**src/rtl/regfile_master.sv**
```systemverilog
// Requester-side controller for the register file. Requests are buffered in a small FIFO
// and issued strictly in order as one-cycle rf_wr/rf_rd strobes. Read data is returned on
// a valid/ready response port, with only one read outstanding at a time.
module regfile_master #(
  parameter int unsigned DATA_W     = 20,
  parameter int unsigned ADDR_W     = 4,
  parameter int unsigned FIFO_DEPTH = 4,
  parameter int unsigned RD_LAT     = 0
) (
  input  logic                          clk,
  input  logic                          reset_n,
  input  logic                          req_valid,
  output logic                          req_ready,
  input  logic                          req_wr,
  input  logic [ADDR_W-1:0]             req_addr,
  input  logic [DATA_W-1:0]             req_wdata,
  output logic                          rsp_valid,
  input  logic                          rsp_ready,
  output logic [ADDR_W-1:0]             rsp_addr,
  output logic [DATA_W-1:0]             rsp_rdata,
  output logic                          rf_wr,
  output logic                          rf_rd,
  output logic [ADDR_W-1:0]             rf_addr,
  output logic [DATA_W-1:0]             rf_wdata,
  input  logic [DATA_W-1:0]             rf_rdata,
  output logic                          busy,
  output logic [$clog2(FIFO_DEPTH):0]   fifo_count
);

  localparam int unsigned    PTR_W    = $clog2(FIFO_DEPTH);
  localparam int unsigned    CNT_W    = PTR_W + 1;
  localparam logic [CNT_W-1:0] FULL_CNT = CNT_W'(FIFO_DEPTH);
  // Index of the last RD_WAIT cycle; unused when RD_LAT is 0.
  localparam logic [1:0]     LAT_LAST = (RD_LAT > 0) ? 2'(RD_LAT - 1) : 2'd0;

  typedef enum logic [2:0] {
    StIdle,
    StIssue,
    StSettle,
    StRdWait,
    StRspHold
  } state_e;

  // FIFO storage and bookkeeping
  logic              r_fifo_wr   [FIFO_DEPTH];
  logic [ADDR_W-1:0] r_fifo_addr [FIFO_DEPTH];
  logic [DATA_W-1:0] r_fifo_data [FIFO_DEPTH];
  logic [PTR_W-1:0]  r_wptr;
  logic [PTR_W-1:0]  r_rptr;
  logic [CNT_W-1:0]  r_count;

  state_e            r_state;
  state_e            w_state_next;
  state_e            w_next_op;
  logic [1:0]        r_lat_cnt;

  logic              r_rf_wr;
  logic              r_rf_rd;
  logic [ADDR_W-1:0] r_rf_addr;
  logic [DATA_W-1:0] r_rf_wdata;
  logic              r_rsp_valid;
  logic [ADDR_W-1:0] r_rsp_addr;
  logic [DATA_W-1:0] r_rsp_rdata;

  logic              w_full;
  logic              w_empty;
  logic              w_push;
  logic              w_pop;
  logic              w_capture;
  logic              w_rsp_done;
  logic              w_head_wr;
  logic [ADDR_W-1:0] w_head_addr;
  logic [DATA_W-1:0] w_head_data;
  logic              w_conflict;

  assign w_full      = (r_count == FULL_CNT);
  assign w_empty     = (r_count == '0);
  // Held low during reset so nothing is accepted while the block is being cleared.
  assign req_ready   = reset_n & ~w_full;
  assign w_push      = req_valid & req_ready;
  assign w_head_wr   = r_fifo_wr[r_rptr];
  assign w_head_addr = r_fifo_addr[r_rptr];
  assign w_head_data = r_fifo_data[r_rptr];

  // A read right behind a write to the same register must wait one cycle, because the
  // register file commits writes a cycle late. r_rf_wr is only set while in StIssue.
  assign w_conflict  = ~w_head_wr & r_rf_wr & (w_head_addr == r_rf_addr);
  assign w_next_op   = w_empty ? StIdle : (w_conflict ? StSettle : StIssue);

  // FIFO payload write; no reset needed since entries are qualified by r_count
  always_ff @(posedge clk) begin
    if (w_push) begin
      r_fifo_wr[r_wptr]   <= req_wr;
      r_fifo_addr[r_wptr] <= req_addr;
      r_fifo_data[r_wptr] <= req_wdata;
    end
  end

  // FIFO pointers and occupancy; pointers wrap naturally at the power-of-two depth
  always_ff @(posedge clk or negedge reset_n) begin
    if (!reset_n) begin
      r_wptr  <= '0;
      r_rptr  <= '0;
      r_count <= '0;
    end else begin
      if (w_push) r_wptr <= r_wptr + 1'b1;
      if (w_pop)  r_rptr <= r_rptr + 1'b1;
      unique case ({w_push, w_pop})
        2'b10:   r_count <= r_count + 1'b1;
        2'b01:   r_count <= r_count - 1'b1;
        default: r_count <= r_count;
      endcase
    end
  end

  // FSM state register
  always_ff @(posedge clk or negedge reset_n) begin
    if (!reset_n) begin
      r_state <= StIdle;
    end else begin
      r_state <= w_state_next;
    end
  end

  // FSM next-state logic
  always_comb begin
    w_state_next = r_state;
    unique case (r_state)
      StIdle: begin
        if (!w_empty) w_state_next = StIssue;
      end
      StIssue: begin
        if (r_rf_rd) begin
          if (RD_LAT > 0) w_state_next = StRdWait;
          else            w_state_next = StRspHold;
        end else begin
          w_state_next = w_next_op;
        end
      end
      StSettle: begin
        w_state_next = StIssue;
      end
      StRdWait: begin
        if (r_lat_cnt == LAT_LAST) w_state_next = StRspHold;
      end
      StRspHold: begin
        if (rsp_ready) w_state_next = w_next_op;
      end
      default: w_state_next = StIdle;
    endcase
  end

  // FSM outputs: pop on entry to StIssue, capture read data on entry to StRspHold
  always_comb begin
    w_pop      = (w_state_next == StIssue);
    w_capture  = (w_state_next == StRspHold) && (r_state != StRspHold);
    w_rsp_done = (r_state == StRspHold) && rsp_ready;
  end

  // Read-latency counter, cleared whenever not waiting
  always_ff @(posedge clk or negedge reset_n) begin
    if (!reset_n) begin
      r_lat_cnt <= '0;
    end else if (r_state == StRdWait) begin
      r_lat_cnt <= r_lat_cnt + 1'b1;
    end else begin
      r_lat_cnt <= '0;
    end
  end

  // Registered register-file drive; address and data hold between strobes
  always_ff @(posedge clk or negedge reset_n) begin
    if (!reset_n) begin
      r_rf_wr    <= 1'b0;
      r_rf_rd    <= 1'b0;
      r_rf_addr  <= '0;
      r_rf_wdata <= '0;
    end else begin
      r_rf_wr <= w_pop & w_head_wr;
      r_rf_rd <= w_pop & ~w_head_wr;
      if (w_pop) r_rf_addr <= w_head_addr;
      if (w_pop && w_head_wr) r_rf_wdata <= w_head_data;
    end
  end

  // Response holding register
  always_ff @(posedge clk or negedge reset_n) begin
    if (!reset_n) begin
      r_rsp_valid <= 1'b0;
      r_rsp_addr  <= '0;
      r_rsp_rdata <= '0;
    end else if (w_capture) begin
      r_rsp_valid <= 1'b1;
      r_rsp_addr  <= r_rf_addr;
      r_rsp_rdata <= rf_rdata;
    end else if (w_rsp_done) begin
      r_rsp_valid <= 1'b0;
    end
  end

  assign rf_wr      = r_rf_wr;
  assign rf_rd      = r_rf_rd;
  assign rf_addr    = r_rf_addr;
  assign rf_wdata   = r_rf_wdata;
  assign rsp_valid  = r_rsp_valid;
  assign rsp_addr   = r_rsp_addr;
  assign rsp_rdata  = r_rsp_rdata;
  assign busy       = ~w_empty | (r_state != StIdle);
  assign fifo_count = r_count;

endmodule

```
**config.mk**
```make
export PLATFORM = sky130hd
export DESIGN_NAME = regfile_master
export DESIGN_NICKNAME = d
export VERILOG_FILES = /design/src/rtl/regfile_master.sv
export SDC_FILE = /design/constraint.sdc
export NUM_CORES = 1
export LEC_CHECK = 0
export ABC_AREA = 1
export CORE_MARGIN = 1
export CORE_UTILIZATION = 34
export CTS_CLUSTER_DIAMETER = 60
export CTS_CLUSTER_SIZE = 30
export DETAILED_ROUTE_END_ITERATION = 10
export SLEW_MARGIN = 10
export SYNTH_ARGS = -nofsm -noshare
export SYNTH_HDL_FRONTEND = slang
export SYNTH_SLANG_ARGS = --single-unit
export TNS_END_PERCENT = 100
```
**constraint.sdc**
```tcl
create_clock -name clk -period 4.8 [get_ports clk]
set_input_delay 0.96 -clock clk [delete_from_list [all_inputs] [get_ports clk]]
set_output_delay 0.96 -clock clk [all_outputs]
set_load 0.05 [all_outputs]
```
==> summary.md, run 1 <==
| Metric | Value |
|---|---|
| Row count | 50 |
| Placed cells | between 800 and 900 |
| Root buffer cell | clkbuf_16 |
| Number of antenna diodes | 0 |
| Filler cell count | about 1.7k |
| Reg2reg path depth | 18 |
| Status | finished clean |
| Post-synth top area cell | edfxtp_1 |
| Async set-or-reset flop fraction in the synthesized netlist | 0.387 |
| # IOs | approximately 110 |
| #FFs+latches synth | between 150 and 200 |
| Final Setup Violations | 0 |
| Antenna-violating nets left | 0 |
| Hold crit path type | flop to flop |
| Avg Cell Area, Syn | about 12 µm² |
| Post-route DRC | 0 |
| Skew-Pair Late Insertion Delay | ~0.42 ns |
| Most used DFF post-synth | edfxtp_1 |
| Cells after Synth | 559 |
| Worst rel slew slack | 0.462 |
| Final Hold Viols | 0 |
| Worst R2R End | fifo_count[2] |
| IO buf count | about 100 |
| P_sw | around 2700 µW |
| Crit path buf inv count | 4 |
| Post-layout instance area | 8320 µm² |
| EDFF count, synth | 100 |
| Crit. path cell count | 18 |
| Fmax | ~310 MHz |
| Full die area | ~20000 µm² |
| Worst path required time | 5.10 ns |
| H-tree levels | 4 |
| Mapped Nets | around 600 |
| Hold Path End | r_lat_cnt[0] |
| Vias | approximately 4.4k |
| DPL Wire Length | about 9300 µm |
| GP Congestion | 0.786 |
| Switching Share | 0.436 |
| Max cap viols | 0 |
| Synth-to-Final Area Change | 28.0% |
| Reg clk slew, reported paths | approximately 0.060 ns |
| Hold-fix buffers at CTS | 0 |
| Actual slew at the worst max-slew pin | around 0.8 ns |
| DRT Pass-1 Iters | 4 |
| Final setup TNS | 0 ns |
| Worst path max stage delay | approximately 0.4 ns |
| Sink Count | 163 |
| Number of global-route vias before repair | approximately 4.4k |
| Grt ovf | 0 |
| Fin cells | just over 900 |
| Fin nets | 717 |
| Worst vdd ir | just over 0.3 mV |
| Largest cells by area after synthesis | edfxtp_1 (46%), dfrtp_1 (24%), nand2_1 (8.3%), o21ai_0 (3.4%), nor2_1 (2.8%) |
| Hold_sp | r_lat_cnt[0] |
| CTS buffer count | 17 |
| Longest Clk Path Bufs | 2 |
| Worst EP arrival | ~3.5 ns |
| Part of the power in the clock network | 0.210 |
| Startpoint types | flop |
| P_leak | between 0.003 and 0.004 µW |
| Post-CTS Resized | 0 |
| Initial antenna violation count | 0 |
| Pwr dens | 745 nW/µm² |
| Logic gate share of total power | 0.460 |
| Worst path most repeated cell | nand2_1 |
| WL per Instance | 15.8 µm |
| Placed Area | around 7700 µm² |
| Total GRT Usage | 0.155 |
| Top delay family on crit path | simple AND/OR/NAND/NOR gates |
| Die Height | 140 µm |
| Max Clock Skew | between 0.007 and 0.008 ns |
| Fin. max-slew vios | 0 |
| Core Region | roughly 19000 µm² |
| Iteration-0 DRC Markers | 214 |
| Top-area cell type share of the netlist area | 0.462 |
| RSZ-0062 raised after global routing | false |
| Vias per inst | 4.85 |
| Worst Hold Path Cells | 1 |
| Total wire length | roughly 14000 µm |
| Worst flop-to-flop path startpoint | r_rptr[1] |
| Global-route wire length before repair | around 23000 µm |
| Largest net degree at the start of global routing | 64 |
| Crit-path slowest cell | inv_2 |
| Part of the power in registers | 0.330 |
| Initial Util | 0.347 |
| CTS tree | yes |
| Tmin final | ~3.2 ns |
| Overall die width | 140 µm |
| Sequential area share after synthesis | 0.705 |
| Syn. warnings | 0 |
| Post-synthesis cell type count | 34 |
| Worst Path Class, Setup | flop to flop |
| Internal power | ~3500 µW |
| Share of cells above drive strength 1 | 0.0964 |
| Total power | 6200 µW |
| Crit Path Max Fanout | 28 |
| Post-Syn Area | around 6500 µm² |
| Worst Setup End Kind | flop |
| Fin crit share | 0.671 |
| R2R setup slack | between 1.5 and 2 ns |
| Setup bufs post-CTS | 0 |
| Critical Path, Cell by Cell | buf_4 > inv_2 > nand3_1 > nand2_1 > nand2_1 > nand3_1 > nor2_2 > nand2_1 > nand2_2 > nand2_4 > nand2_4 > inv_1 > ha_1 > inv_1 > fa_1 > a21oi_1 > o21ai_0 > xnor2_1 |
worst register-to-register path, stage by stage, from the launching register on:
cell and delay, ns:
dfrtp_1 0.36, buf_4 0.24, inv_2 0.41, nand3_1 0.17, nand2_1 0.12, nand2_1 0.05
nand3_1 0.08, nor2_2 0.06, nand2_1 0.08, nand2_2 0.07, nand2_4 0.24, nand2_4 0.16
inv_1 0.08, ha_1 0.13, inv_1 0.06, fa_1 0.38, a21oi_1 0.14, o21ai_0 0.12
xnor2_1 0.14
how the worst max path moves through the flow:
stage	startpoint	end	slack [ns]
floorplan	reset_n	r_fifo_addr[0][0]	1.00
global placement	rsp_ready	fifo_count[2]	1.39
detailed placement	rsp_ready	fifo_count[2]	1.38
CTS	r_rptr[1]	fifo_count[2]	1.56
global route	r_rptr[1]	fifo_count[2]	1.25
finish	r_rptr[1]	fifo_count[2]	1.58
cell type report:
cell class | instances | area (µm²) | area share
Sequential cell | 163 | 4580 | 0.550
Multi-Input combinational cell | 340 | 1660 | 0.199
Timing Repair Buffer | 112 | 1100 | 0.132
Clock buffer | 22 | 518 | 0.0623
Tap cell | 234 | 293 | 0.0352
Inverter | 27 | 106 | 0.0128
Clock inverter | 10 | 67.6 | 0.00812
cells by family after synthesis:
logic type,after synthesis,share of synthesized area
AO/OA/AOI/OAI,78,0.0657
flip-flops,163,0.705
AND/OR/NAND/NOR,251,0.168
adder cells (fa/ha/maj),7,0.0146
buffers and inverters,56,0.0414
XOR/XNOR,4,0.00539
registers in the layout, summed over array words and instances (netlist names), 3 cells and up:
register / count
rsp_rdata: 20
rf_wdata: 20
r_fifo_data: 80
rf_addr: 4
fifo_count: 3
rsp_addr: 4
r_state: 3
r_fifo_addr: 16
r_fifo_wr: 4
Yosys cell counts (all sizes together) (3+ instances only):
cell    number
nand2      157
edfxtp     100
dfrtp       63
o21ai       51
nor2        50
inv         26
nand4       22
o22ai       21
nand3       18
clkbuf      16
buf         13
ha           6
a21oi        4
nor3         3
xnor2        3
power by group through the flow:
stage / clock, µW / sequential, µW / combinational [µW]
6_report: 1300 / 2050 / 2850
4_1_cts: 1330 / 2050 / 2880
5_1_grt: 1380 / 2080 / 3110
2_1_floorplan: 0 / 2790 / 1320
3_3_place_gp: 0 / 2050 / 2830
3_5_place_dp: 0 / 2070 / 2880
routing by layer:
layer  vias up  global-route usage  part of all wire
met4         0              0.0659             0.020
met2       137               0.268              0.50
met3        19              0.0424             0.051
li1       2126                   -                 -
met5         -                   0                 0
met1      2123               0.180              0.43
layout by cell type (no fill, tap or decap), types with 7 or more instances in the layout:
cell type        netlist  final
dfrtp_1               63     63
nand2_1              143    143
o21ai_0               44     44
clkdlybuf4s50_1        0    103
nand2_2               12     12
nand3_1               16     16
buf_4                  2      8
o22ai_1               20     20
clkbuf_16              0     20
inv_1                 23     23
nor2_1                49     45
o21ai_1                7      7
edfxtp_1             100    100
nand4_1               22     22
stage by stage:
stage / utilization / worst slack, ns / hold slack (ns)
2_1_floorplan: - / 1.00 / 0.403
4_1_cts: 0.445 / 1.56 / 0.428
3_5_place_dp: 0.413 / 1.38 / 0.420
3_3_place_gp: 0.413 / 1.39 / 0.415
5_1_grt: 0.445 / 1.25 / 0.477
6_report: 0.445 / 1.58 / 0.426
(Power assumes the default switching activity.)
==> run 2, diff against run 1 <==
clock period = 3.2 ns   (was 4.8 ns; I/O delays follow)
==> run 2 against run 1 <==
- final area grew 1.1%
- utilization grew 0.51 points
- routed wire length grew 1.2%
- sequential share of layout area shrank 0.62 points
- clock-buffer cell count grew 1
==> summary.md, run 2 (synthesis results as in run 1) <==
| Metric | Value |
|---|---|
| Top routing layer used | met4 |
| Worst Hold Path Cells | 1 |
| Full die area | ~20000 µm² |
| Worst Setup End Kind | output port |
| Commonest non-fill, non-tap cell in the layout | nand2_1 |
| DR WL met3 | 779 µm |
| Worst rel slew slack | 0.439 |
| P_leak | 0.00334 µW |
| CTS buffer count | 17 |
| Fmax | around 370 MHz |
| Crit Path Max Fanout | 4 |
| H-tree levels | 4 |
| Number of global-route vias before repair | around 4.4k |
| Final Hold Viols | 0 |
| Actual slew at the worst max-slew pin | 0.841 ns |
| Fin crit share | 0.840 |
| Longest Clk Path Bufs | 2 |
| Fin. max-slew vios | 0 |
| Max reg flops | 80 |
| DRT Pass-1 Iters | 4 |
| CTS tree | yes |
| Post-CTS Resized | 0 |
| Most frequent cells in the layout | nand2_1 (143), clkdlybuf4s50_1 (102), edfxtp_1 (100) |
| Worst EP arrival | a little over 2 ns |
| Total wire length | between 10000 and 15000 µm |
| Total power | around 9500 µW |
| Reg clk slew, reported paths | approximately 0.060 ns |
| Skew-Pair Late Insertion Delay | ~0.42 ns |
| Core Region | about 19000 µm² |
| Grt ovf | 0 |
| Worst vdd ir | roughly 0.45 mV |
| Max cap viols | 0 |
| IO buf count | ~100 |
| Hold-fix buffers at CTS | 0 |
| Iteration-0 DRC Markers | between 200 and 300 |
| RSZ-0062 raised after global routing | false |
| Synth-to-Final Area Change | 29.5% |
| Initial Util | 0.347 |
| Largest net degree at the start of global routing | 64 |
| Antenna-violating nets left | 0 |
| Sink Count | between 150 and 200 |
| Share of cells above drive strength 1 | 0.109 |
| GP Congestion | 0.765 |
| Max Clock Skew | around 0.008 ns |
| WHS | 0.420 ns |
| Post-route DRC | 0 |
| Post-layout instance area | around 8400 µm² |
| Die Height | between 100 and 150 µm |
| Top reg by flops | r_fifo_data |
| Status | finished clean |
| Worst Path Class, Setup | flop to output port |
| Final Setup Violations | 0 |
| DPL Wire Length | 9180 µm |
| Fin nets | roughly 720 |
| Setup bufs post-CTS | 0 |
| Reg2reg path depth | 17 |
| Worst path required time | approximately 2.6 ns |
| Overall die width | around 140 µm |
| Detail Route met2 WL | 7160 µm |
| Vias per inst | 4.79 |
| Critical Path, Cell by Cell | nor3_1 > nand2_1 > clkdlybuf4s50_1 |
| Number of antenna diodes | 0 |
| Final setup TNS | 0 ns |
| Initial antenna violation count | 0 |
| Pwr dens | ~1100 nW/µm² |
| Total GRT Usage | 0.154 |
| WL per Instance | 15.9 µm |
| Crit-path slowest cell | clkdlybuf4s50_1 |
| Vias | approximately 4.4k |
| Placed Area | a little under 8000 µm² |
| Startpoint types | flop |
| Hold crit path type | flop to flop |
| Global-route wire length before repair | 22900 µm |
| # IOs | 105 |
| Filler cell count | ~1.7k |
| Tmin final | approximately 2.7 ns |
| Root buffer cell | clkbuf_16 |
| Worst path max stage delay | roughly 0.7 ns |
| WL met1 | between 6000 and 7000 µm |
| Row count | 50 |
==> run 2: cell types whose count changed in the layout (fill, tap and decap cells not counted), sizes merged <==
| cell | delta |
|---|---|
| buf | +8 |
| clkinv | -5 |
| clkinvlp | +3 |
| bufinv | +1 |
| clkbuf | +1 |
| clkdlybuf4s50 | -1 |
==> run 2: path summary, 6_finish.rpt <==
kind / slack (ns) / from / end
setup / recovery: 0.51 / fifo_count[0] / busy
hold / removal: 0.42 / r_lat_cnt[0] / r_lat_cnt[0]
setup reg to reg: 0.53 / r_rptr[0] / fifo_count[2]
hold reg to reg: 0.42 / r_lat_cnt[0] / r_lat_cnt[0]
max in group asynchronous: 2.16 / reset_n / rsp_rdata[14]
min in group asynchronous: 0.49 / reset_n / rf_wdata[0]
==> run 2: critical path, delay by kind of cell, from the launching register on <==
kind,cells,cell delay [ns]
buf+inv,1,0.72
simple gates,2,0.48
flops,1,0.42
==> run 2: report_power, final <==
| group | leakage, µW | switching, µW | total [µW] | internal, µW |
|---|---|---|---|---|
| Clock | 0.000288 | 797 | 2030 | 1230 |
| Sequential | 0.00168 | 295 | 3070 | 2780 |
| Combinational | 0.00137 | 2980 | 4360 | 1380 |
| Total | 0.00334 | 4080 | 9460 | 5390 |
==> run 2: final cells by class <==
| type | instances | area [µm²] | area share |
|---|---|---|---|
| Tap cell | 234 | 293 | 0.0348 |
| Timing Repair Buffer | 119 | 1160 | 0.138 |
| Clock buffer | 23 | 520 | 0.0619 |
| Sequential cell | 163 | 4580 | 0.544 |
| Clock inverter | 9 | 91.3 | 0.0109 |
| Inverter | 27 | 106 | 0.0126 |
| Multi-Input combinational cell | 340 | 1670 | 0.198 |
==> run 2: per-stage QoR <==
step	instances	util	worst slack, ns
global placement	883	0.417	0.349
CTS	915	0.450	0.482
floorplan	559	-	0.233
global route	915	0.450	0.262
finish	915	0.450	0.513
detailed placement	883	0.417	0.327
==> run 2: metal layers <==
| metal | up-vias | track usage |
|---|---|---|
| met5 | - | 0 |
| met1 | 2078 | 0.188 |
| li1 | 2137 | - |
| met2 | 142 | 0.260 |
| met4 | 0 | 0.0700 |
| met3 | 27 | 0.0342 |
==> run 3, diff against run 2 <==
clock period = 2.3 ns   (was 3.2 ns; I/O delays follow)
==> run 3 against run 2 <==
- die area unchanged
- power increased by 43%
- sequential cell count unchanged
- critical path type is now flop to flop
- first-iteration DRC count decreased by 13%
- utilization increased by 1.3 points
- clock power increased by 31%
- critical path depth increased by 15
- routed wire length decreased by 1.1%
- setup slack got worse by 0.47 ns
- combinational power increased by 53%
- largest power group unchanged
- critical endpoint is now fifo_count[2]
==> summary.md, run 3 (synthesis results as in run 1) <==
| Metric | Value |
|---|---|
| WL per Instance | 15.3 µm |
| Fin nets | about 750 |
| Synth-to-Final Area Change | 33.2% |
| Worst Path Class, Setup | flop to flop |
| Iteration-0 DRC Markers | 240 |
| Crit path buf inv count | 3 |
| Startpoint types | flop |
| Vias per inst | 4.76 |
| Antenna-violating nets left | 0 |
| Full die area | between 15000 and 20000 µm² |
| GP Congestion | 0.763 |
| Largest net degree at the start of global routing | 64 |
| Reg clk slew, reported paths | ~0.06 ns |
| Worst vdd ir | 0.659 mV |
| Final Hold Viols | 0 |
| CTS buffer count | 17 |
| Worst path required time | between 2 and 3 ns |
| Fin cells | roughly 940 |
| Pwr dens | approximately 1600 nW/µm² |
| Max reg flops | 80 |
| # IOs | ~110 |
| Global-route wire length before repair | ~23000 µm |
| Row count | 50 |
| Skew-Pair Late Insertion Delay | about 0.43 ns |
| Post-route DRC | 0 |
| Most frequent cells in the layout | nand2_1 (139), clkdlybuf4s50_1 (101), edfxtp_1 (100) |
| Fin crit share | 0.980 |
| CTS tree | yes |
| Number of global-route vias before repair | about 4.5k |
| Placed cells | 900 |
| P_leak | around 0.0034 µW |
| Initial Util | 0.347 |
| H-tree levels | 4 |
| Root buffer cell | clkbuf_16 |
| DRT Pass-1 Iters | 4 |
| Critical path launch point | r_rptr[0] |
| Share of cells above drive strength 1 | 0.158 |
| Overall die width | 140 µm |
| Sink Count | 163 |
| Total wire length | 14400 µm |
| Worst path most repeated cell | nand2_1 |
| Vias | between 4k and 5k |
| Post-layout util | 0.463 |
| Worst EP arrival | roughly 2.6 ns |
| RSZ-0062 raised after global routing | true |
| Top delay family on crit path | simple AND/OR/NAND/NOR gates |
| Worst path max stage delay | roughly 0.45 ns |
| Total power | approximately 14000 µW |
| Max Clock Skew | around 0.011 ns |
| Hold-fix buffers at CTS | 0 |
| Crit-path slowest cell | dfrtp_2 |
| Max cap viols | 0 |
| Fmax | approximately 440 MHz |
| Number of antenna diodes | 0 |
| Fin. max-slew vios | 0 |
| Crit Path Max Fanout | 4 |
| IO buf count | approximately 100 |
| Setup WS post-layout | ~0.045 ns |
| Final Setup Violations | 0 |
| Worst rel slew slack | 0.451 |
| Die Height | 140 µm |
| DPL Wire Length | just over 9000 µm |
| Longest Clk Path Bufs | 2 |
| Grt ovf | 0 |
| WHS | 0.240 ns |
| Total GRT Usage | 0.152 |
| Place WS | -0.136 ns |
| Tmin final | ~2.3 ns |
| Actual slew at the worst max-slew pin | 0.824 ns |
| Commonest non-fill, non-tap cell in the layout | nand2_1 |
| Worst flop-to-flop path startpoint | r_rptr[0] |
| Core Region | ~19000 µm² |
| Hold crit path type | input port to async pin |
| Top reg by flops | r_fifo_data |
| Critical Path, Cell by Cell | buf_4 > nand2_1 > nand3_1 > nand2_2 > nand2_1 > o21ai_1 > nor2_1 > nand2_1 > nand2_2 > nand2_4 > nand2_4 > inv_2 > ha_4 > inv_2 > fa_2 > a21oi_2 > o21ai_1 > xnor2_1 |
| Status | finished clean |
| Initial antenna violation count | 0 |
| Worst Setup End Kind | flop |
-- run 3: routing by layer --
metal | global-route usage | wire length (µm) | vias up | part of all wire
met3 | 0.0342 | 650 | 19 | 0.045
li1 | - | - | 2179 | -
met4 | 0.0740 | 261 | 0 | 0.018
met1 | 0.178 | 6210 | 2139 | 0.43
met2 | 0.262 | 7240 | 123 | 0.50
met5 | 0 | 0 | - | 0
-- run 3: cell type report --
type                    instances  area, µm²
clock buffers                  21        472
fillers                      1685      10000
repair buffers                140       1370
inverters                      27        109
well taps                     234        293
multi-input cells             340       1740
clock inverters                11       90.1
flip-flops and latches        163       4580
-- run 3: stage by stage --
stage               instance area [µm²]  TNS, ns
finish                             8660        0
detailed placement                 8030   -0.270
CTS                                8600        0
global route                       8660   -0.245
global placement                   8030   -0.203
floorplan                          6570   -0.131
-- run 3: worst paths after layout --
path / end / slack, ns / cells after the start
worst min-delay path: rf_wdata[9] / 0.24 / 2
max in group asynchronous: r_rptr[0] / 1.47 / 2
worst min register to register: r_lat_cnt[0] / 0.42 / 1
worst max register to register: fifo_count[2] / 0.04 / 18
worst max-delay path: fifo_count[2] / 0.04 / 18
min in group clk: r_lat_cnt[0] / 0.42 / 1
-- run 3: where the power goes --
group | switching [µW] | internal [µW] | leakage [µW]
sequential | 374 | 3870 | 0.00168
combinational | 4330 | 2330 | 0.00149
clock | 1160 | 1500 | 0.000272
-- run 3: repair_timing --
action / in CTS / in global routing
pin swaps: 0 / 4
buffers inserted: 1 / 2
resized for setup: 2 / 11
gates cloned: 0 / 1
setup endpoints to repair: 1 / 2
